==> config.mk <==
export PLATFORM = sky130hd
export DESIGN_NAME = lab4_buffer_readout
export DESIGN_NICKNAME = d
export VERILOG_FILES = /design/src/rtl/lab4_pkg.sv /design/src/rtl/lab4_rdout_fifo.sv /design/src/rtl/lab4_buffer_readout.sv
export SDC_FILE = /design/constraint.sdc
export NUM_CORES = 1
export LEC_CHECK = 0
export ABC_AREA = 1
export CELL_PAD_IN_SITES_DETAIL_PLACEMENT = 0
export CELL_PAD_IN_SITES_GLOBAL_PLACEMENT = 2
export CORE_ASPECT_RATIO = 1.5
export CORE_MARGIN = 4
export CORE_UTILIZATION = 32
export CTS_CLUSTER_SIZE = 12
export DETAILED_ROUTE_END_ITERATION = 16
export GPL_ROUTABILITY_DRIVEN = 1
export PLACE_DENSITY = 0.88
export SLEW_MARGIN = 20
export SYNTH_ARGS = -nofsm -noshare
export SYNTH_HDL_FRONTEND = slang
export SYNTH_SLANG_ARGS = --single-unit
export TNS_END_PERCENT = 20
==> constraint.sdc <==
create_clock -name clk -period 6.17 [get_ports clk]
set_input_delay 1.234 -clock clk [delete_from_list [all_inputs] [get_ports clk]]
set_output_delay 1.234 -clock clk [all_outputs]
set_load 0.03 [all_outputs]
==> src/rtl/lab4_pkg.sv <==
// Shared types and helpers for the LAB4 buffer readout path.
package lab4_pkg;

  localparam int LAB4_SAMPLE_WIDTH = 12;
  localparam int LAB4_BUF_WORDS    = 4096;

  typedef enum logic [1:0] {
    IDLE  = 2'd0,
    READ  = 2'd1,
    DRAIN = 2'd2,
    DONE  = 2'd3
  } lab4_state_e;

  // Keeps the two 12-bit samples in place and clears the pad nibbles above each.
  function automatic logic [31:0] lab4_pack_word(input logic [31:0] raw);
    logic [15:0] half_mask;
    half_mask = {{(16 - LAB4_SAMPLE_WIDTH){1'b0}}, {LAB4_SAMPLE_WIDTH{1'b1}}};
    return raw & {half_mask, half_mask};
  endfunction

endpackage

==> src/rtl/lab4_rdout_fifo.sv <==
// Output skid FIFO for the readout stream: data+last per entry, head held in flops.
module lab4_rdout_fifo #(
  parameter int WIDTH = 33,
  parameter int DEPTH = 4
) (
  input  logic                     clk,
  input  logic                     rst,
  input  logic                     push,
  input  logic [WIDTH-1:0]         push_data,
  input  logic                     pop,
  output logic [WIDTH-1:0]         out_data,
  output logic                     out_valid,
  output logic [$clog2(DEPTH):0]   count
);

  localparam int PW = $clog2(DEPTH);
  localparam int CW = PW + 1;

  logic [WIDTH-1:0] mem [DEPTH];
  logic [PW-1:0]    wr_ptr;
  logic [PW-1:0]    rd_ptr;
  logic             do_pop;

  assign do_pop    = pop && (count != '0);
  assign out_valid = (count != '0);
  assign out_data  = mem[rd_ptr];

  always_ff @(posedge clk or posedge rst) begin
    if (rst) begin
      for (int unsigned i = 0; i < DEPTH; i++) begin
        mem[i] <= '0;
      end
      wr_ptr <= '0;
      rd_ptr <= '0;
      count  <= '0;
    end else begin
      if (push) begin
        mem[wr_ptr] <= push_data;
        wr_ptr      <= wr_ptr + PW'(1);
      end
      if (do_pop) begin
        rd_ptr <= rd_ptr + PW'(1);
      end
      count <= count + CW'(push) - CW'(do_pop);
    end
  end

  overflow_a: assert property (@(posedge clk) disable iff (rst)
    !(push && !do_pop && (count == CW'(DEPTH))));

endmodule

==> src/rtl/lab4_buffer_readout.sv <==
// Read-side sequencer for the LAB4 sample buffer: issues credit-limited reads and
// streams the masked words out with a last flag.
module lab4_buffer_readout
  import lab4_pkg::*;
#(
  parameter int ADDR_WIDTH = $clog2(LAB4_BUF_WORDS),
  parameter int LEN_WIDTH  = 13,
  parameter int FIFO_DEPTH = 4
) (
  input  logic                  clk,
  input  logic                  rst,
  input  logic                  start_i,
  input  logic [ADDR_WIDTH-1:0] start_addr_i,
  input  logic [LEN_WIDTH-1:0]  num_words_i,
  output logic                  busy_o,
  output logic                  done_o,
  output logic                  buf_en_o,
  output logic [ADDR_WIDTH-1:0] buf_addr_o,
  input  logic [31:0]           buf_data_i,
  output logic [31:0]           m_tdata,
  output logic                  m_tvalid,
  input  logic                  m_tready,
  output logic                  m_tlast
);

  lab4_state_e state_q, state_d;

  logic [ADDR_WIDTH-1:0]      addr_q;
  logic [ADDR_WIDTH-1:0]      addr_hold_q;
  logic [LEN_WIDTH-1:0]       rem_q;
  logic                       rd_pending_q;
  logic                       last_pending_q;
  logic [$clog2(FIFO_DEPTH):0] fifo_count;
  logic [32:0]                fifo_out;
  logic                       accept;
  logic                       credit_ok;
  logic                       issue;
  logic                       pop;

  assign accept    = (state_q == IDLE) && start_i;
  // Reads still in flight count against FIFO space so a stalled sink cannot overflow it.
  assign credit_ok = (32'(fifo_count) + 32'(rd_pending_q)) < 32'(FIFO_DEPTH);
  assign issue     = (state_q == READ) && credit_ok;
  assign pop       = m_tvalid && m_tready;

  assign buf_en_o   = issue;
  // addr_q already points past the last issued word, so show the held copy while idle.
  assign buf_addr_o = issue ? addr_q : addr_hold_q;
  assign busy_o     = (state_q != IDLE);
  assign done_o     = (state_q == DONE);
  assign m_tdata    = fifo_out[31:0];
  assign m_tlast    = fifo_out[32];

  always_ff @(posedge clk or posedge rst) begin
    if (rst) begin
      state_q <= IDLE;
    end else begin
      state_q <= state_d;
    end
  end

  always_comb begin
    state_d = state_q;
    case (state_q)
      IDLE:    if (start_i) state_d = (num_words_i == '0) ? DONE : READ;
      READ:    if (issue && (rem_q == LEN_WIDTH'(1))) state_d = DRAIN;
      DRAIN:   if (pop && m_tlast) state_d = DONE;
      DONE:    state_d = IDLE;
      default: state_d = IDLE;
    endcase
  end

  always_ff @(posedge clk or posedge rst) begin
    if (rst) begin
      addr_q         <= '0;
      addr_hold_q    <= '0;
      rem_q          <= '0;
      rd_pending_q   <= 1'b0;
      last_pending_q <= 1'b0;
    end else begin
      if (accept) begin
        addr_q <= start_addr_i;
        rem_q  <= num_words_i;
      end else if (issue) begin
        addr_q      <= addr_q + ADDR_WIDTH'(1);
        rem_q       <= rem_q - LEN_WIDTH'(1);
        addr_hold_q <= addr_q;
      end
      rd_pending_q   <= issue;
      last_pending_q <= issue && (rem_q == LEN_WIDTH'(1));
    end
  end

  lab4_rdout_fifo #(
    .WIDTH (33),
    .DEPTH (FIFO_DEPTH)
  ) u_fifo (
    .clk       (clk),
    .rst       (rst),
    .push      (rd_pending_q),
    .push_data ({last_pending_q, lab4_pack_word(buf_data_i)}),
    .pop       (pop),
    .out_data  (fifo_out),
    .out_valid (m_tvalid),
    .count     (fifo_count)
  );

endmodule
==> results by stage <==
Job:
- The max-capacitance violation count is 0.

Clock network:
- The clock root buffer master is sky130_fd_sc_hd__clkbuf_16.
- The clock latency of the later-clocked register in the worst-skew pair is 0.42 ns.
- After clock tree synthesis, the flow added hold-fix buffers numbering 0.
- No sink is reached through more buffers than the 2 on the longest clock path.
- The number of sinks handled by clock tree synthesis is 148.
- Clock-pin slew was measured on the worst setup and hold paths at 0.06 ns.
- The clock tree from TritonCTS is done.
- The clock tree synthesis step divided the H-tree into 4 levels.
- After clock tree synthesis, the repair step resized 0 gates.
- Buffers added to address setup during post-CTS repair amount to 0.
- In this run, CTS created clock tree buffers numbering 17.

Place:
- The total placed instance area is 8280 um^2.
- The placer's final routability congestion estimate is 0.730.
- The post-DP HPWL is 11.6 mm.
- Input and output buffers added on the ports amount to 93.

Layout:
- The layout filler cell count is 2372.
- With fillers left out, the area of the finished cells amounts to 8910 um^2.
- Cells fill 40.0% of the core in the end.
- The area of the multi-input gates is 3020 um^2.
- The number of diodes added for antenna fixing is 0.
- The share of final-layout standard cells stronger than drive strength 1 is 5.37%.
- The total number of nets in the final design is 1033.
- The sequential cells in the finished layout cover a total of 3700 um^2.
- The area growth from synthesis to layout is 23.5%.

STA:
- Summed over all failing endpoints, the final setup total negative slack is 0 ns.
- The transition time of the tightest slew-check pin is 0.939 ns.
- Setup repair after global routing left no endpoint under its margin.
- The tightest hold path in the finished design has a slack of 0.478 ns.
- Setup violations remaining at the end of the flow were counted as 0.
- The final hold violation count is 0.
- The highest achievable clock rate is 0.240 GHz.
- The worst-case headroom to the max-slew limit is 37.2%.
- In the finished design, the share of the clock period the worst path needs comes to 67.5%.
- The largest clock skew in the final design is 0.0127 ns.
- The shortest period the worst path allows is 4.16 ns.
- The final number of max-transition violations is 0.

Synth:
- Yosys mapped a number of flops with a built-in enable equal to 0.
- The mapped cell area is 7210 um^2.
- Yosys printed 0 warnings.
- The most instantiated flip-flop cell in the synthesis netlist is sky130_fd_sc_hd__dfrtp_1.
- After synthesis the netlist holds a flip-flop and latch count of 148.
- A synthesized cell averages 8.12 um^2.
- sky130_fd_sc_hd__nand2_1 is the most common cell in the netlist.
- Counting flops with an async set or reset pin after synthesis yields a share of 100%.
- The part of the Yosys area used for sequential elements is 51.3%.
- Counting distinct cell types in the post-synthesis netlist gives 31.
- Summed over its instances, the top area cell type makes up 51.3% of the synthesized netlist area.
- The largest area contributor in the netlist is sky130_fd_sc_hd__dfrtp_1.
- In the post-synthesis netlist, the biggest area contributors are sky130_fd_sc_hd__dfrtp_1, sky130_fd_sc_hd__o21ai_0, sky130_fd_sc_hd__nand2_1, sky130_fd_sc_hd__nor2_1, sky130_fd_sc_hd__inv_1.
- Synthesis handed over a netlist of 888 instances.
- In the synthesized netlist, the cells that appear most often are sky130_fd_sc_hd__nand2_1, sky130_fd_sc_hd__o21ai_0, sky130_fd_sc_hd__dfrtp_1.

Worst setup path:
- The maximum cell stage delay along the critical path is 0.71 ns.
- Data on the critical path is required at its endpoint by 4.94 ns.
- Among all stages on the critical path, the largest delay is contributed by sky130_fd_sc_hd__clkdlybuf4s50_1.
- The signal on the critical path passes through nand3_1 > nand2_1 > nand2_2 > nor2_4 > inv_2 > o21ai_0 > clkdlybuf4s50_1.
- The worst setup path is launched from a flip-flop.
- Along the worst path, the maximum fanout reaches 22.
- The worst setup path is of the flip-flop to output pin kind.
- The element type at the critical path end is an output pin.
- The arrival time of the worst setup path is 2.93 ns.

Worst hold path:
- The class of the tightest hold or removal check is flip-flop to flip-flop.

Floorplanning:
- The die outline height is 192 um.
- The number of ports placed on the die boundary is 110.
- The number of rows created at floorplan is 67.
- The overall die width is 131 um.
- The core region is 22300 um^2.
- The initial utilization of the core area, before any placement, comes to 32.4%.
- The area of the die is 25100 um^2.

GRT:
- The number of antenna violations at the first check in global routing was 0.
- The via count of the first global-routing pass came to 5773.
- The first global-routing pass estimated 29.9 mm of wire.
- Entering global routing, the biggest net connects 106 pins.
- The total congestion overflow after global routing is 0.
- Global routing consumed, over all layers together, 15.2% of the routing resources.

Routing:
- Across all layers, the routed design uses 5870 vias.
- The first-pass iteration count of the detailed router is 4.
- The number of remaining DRC errors is 0.
- In the final routed layout, each cell accounts on average for 14.5 um.
- In this run, the number of DRC markers left after iteration 0 of detailed routing was 258.
- The detailed-route vias per instance is 4.71.
- The remaining antenna violation count after routing is 0.
- Summed over all layers, the routed wires come to 18.0 mm.

Pwr:
- Per report_power, the combinational group accounts for 47.4% of the total.
- Per report_power, the clock group accounts for 19.8% of the total.
- Sequential cells account for 32.8% of the total power.
- Summed over all cells, the static leakage comes to 4.10 nW.
- The worst IR drop on VDD is 222 uV.
- The cell area power density is 593 nW/um^2.
- The fraction of power spent switching nets is 42.5%.
- The internal power summed over all cells is 0.00304 W.
- The switching power of the nets is 0.00225 W.

Outcome:
- The run finished with clean final reports.
==> kinds of logic (layout without fill, tap and decap cells) <==
group / after synthesis / count (layout) / synth area share (%)
xor gates and xnor gates: 17 / 17 / 2.06
and+or+nand+nor: 369 / 369 / 20.7
buffers and inverters: 122 / 196 / 7.30
DFF: 148 / 148 / 51.3
adders and majority gates: 16 / 16 / 2.88
AOI/OAI and AO/OA: 215 / 215 / 15.7
other: 1 / 8 / 0.0520
==> layout make-up <==
cell class / count / area share [%]
clock inverters: 8 / 1.10
well taps: 276 / 3.88
multi-input cells: 625 / 33.9
clock buffers: 24 / 5.63
inverters: 66 / 2.84
flip-flops and latches: 148 / 41.6
repair buffers: 98 / 11.1
==> placed cells by master, fill, tap and decap left out, drive strengths merged, types with 8 or more instances in the layout <==
master and n:
nand2 228, clkbuf 24, clkdlybuf4s50 93, nand3 30, nor3 9, o22ai 26, nor2 92, inv 65
dfrtp 148, conb 8, ha 15, xor2 10, o21ai 178
==> power by group through the flow <==
stage	sequential [W]	combinational (W)	clock, W
2_1_floorplan	0.00167	0.00180	0
3_3_place_gp	0.00173	0.00253	0
3_5_place_dp	0.00175	0.00256	0
4_1_cts	0.00174	0.00257	0.00108
5_1_grt	0.00180	0.00285	0.00112
6_report	0.00173	0.00251	0.00105
==> per-layer routing <==
metal	global-route usage (%)	wire [um]	part of all wire [%]
met1	18.4	7750	43
met2	27.2	9490	53
met3	2.75	500	2.8
met4	4.24	252	1.4
met5	0	0	0
==> worst paths after layout <==
path                                start         endpoint  slack (ns)  depth (start not counted)
setup / recovery             rd_pending_q    buf_addr_o[9]        2.01                          7
hold / removal             u_fifo.mem[44]   u_fifo.mem[44]        0.48                          2
setup reg to reg             rd_pending_q       addr_q[10]        3.67                          8
hold reg to reg            u_fifo.mem[44]   u_fifo.mem[44]        0.48                          2
max in group asynchronous             rst       state_q[1]        4.11                          3
min in group asynchronous             rst  u_fifo.mem[124]        1.16                          2
==> registers in the layout, indices dropped and copies added (netlist names), 2 cells and up <==
signal and flops:
rem_q 13, u_fifo.count 3, addr_hold_q 12, u_fifo.wr_ptr 2, state_q 2, u_fifo.mem 100
u_fifo.rd_ptr 2, addr_q 12
==> stage by stage <==
stage	instances	worst slack (ns)	power, W
4_1_cts	1244	1.90	0.00538
5_1_grt	1245	1.76	0.00576
3_3_place_gp	1212	2.37	0.00426
3_5_place_dp	1212	2.37	0.00431
6_report	1245	2.01	0.00529
2_1_floorplan	895	0.956	0.00347
==> critical path: cells and delay by family, from the launching register on <==
kind,cells,cell delay [ns]
AOI/OAI and AO/OA,1,0.27
DFF,1,0.59
and+or+nand+nor,4,0.66
buffers and inverters,2,0.98
(Power assumes the default switching activity.)
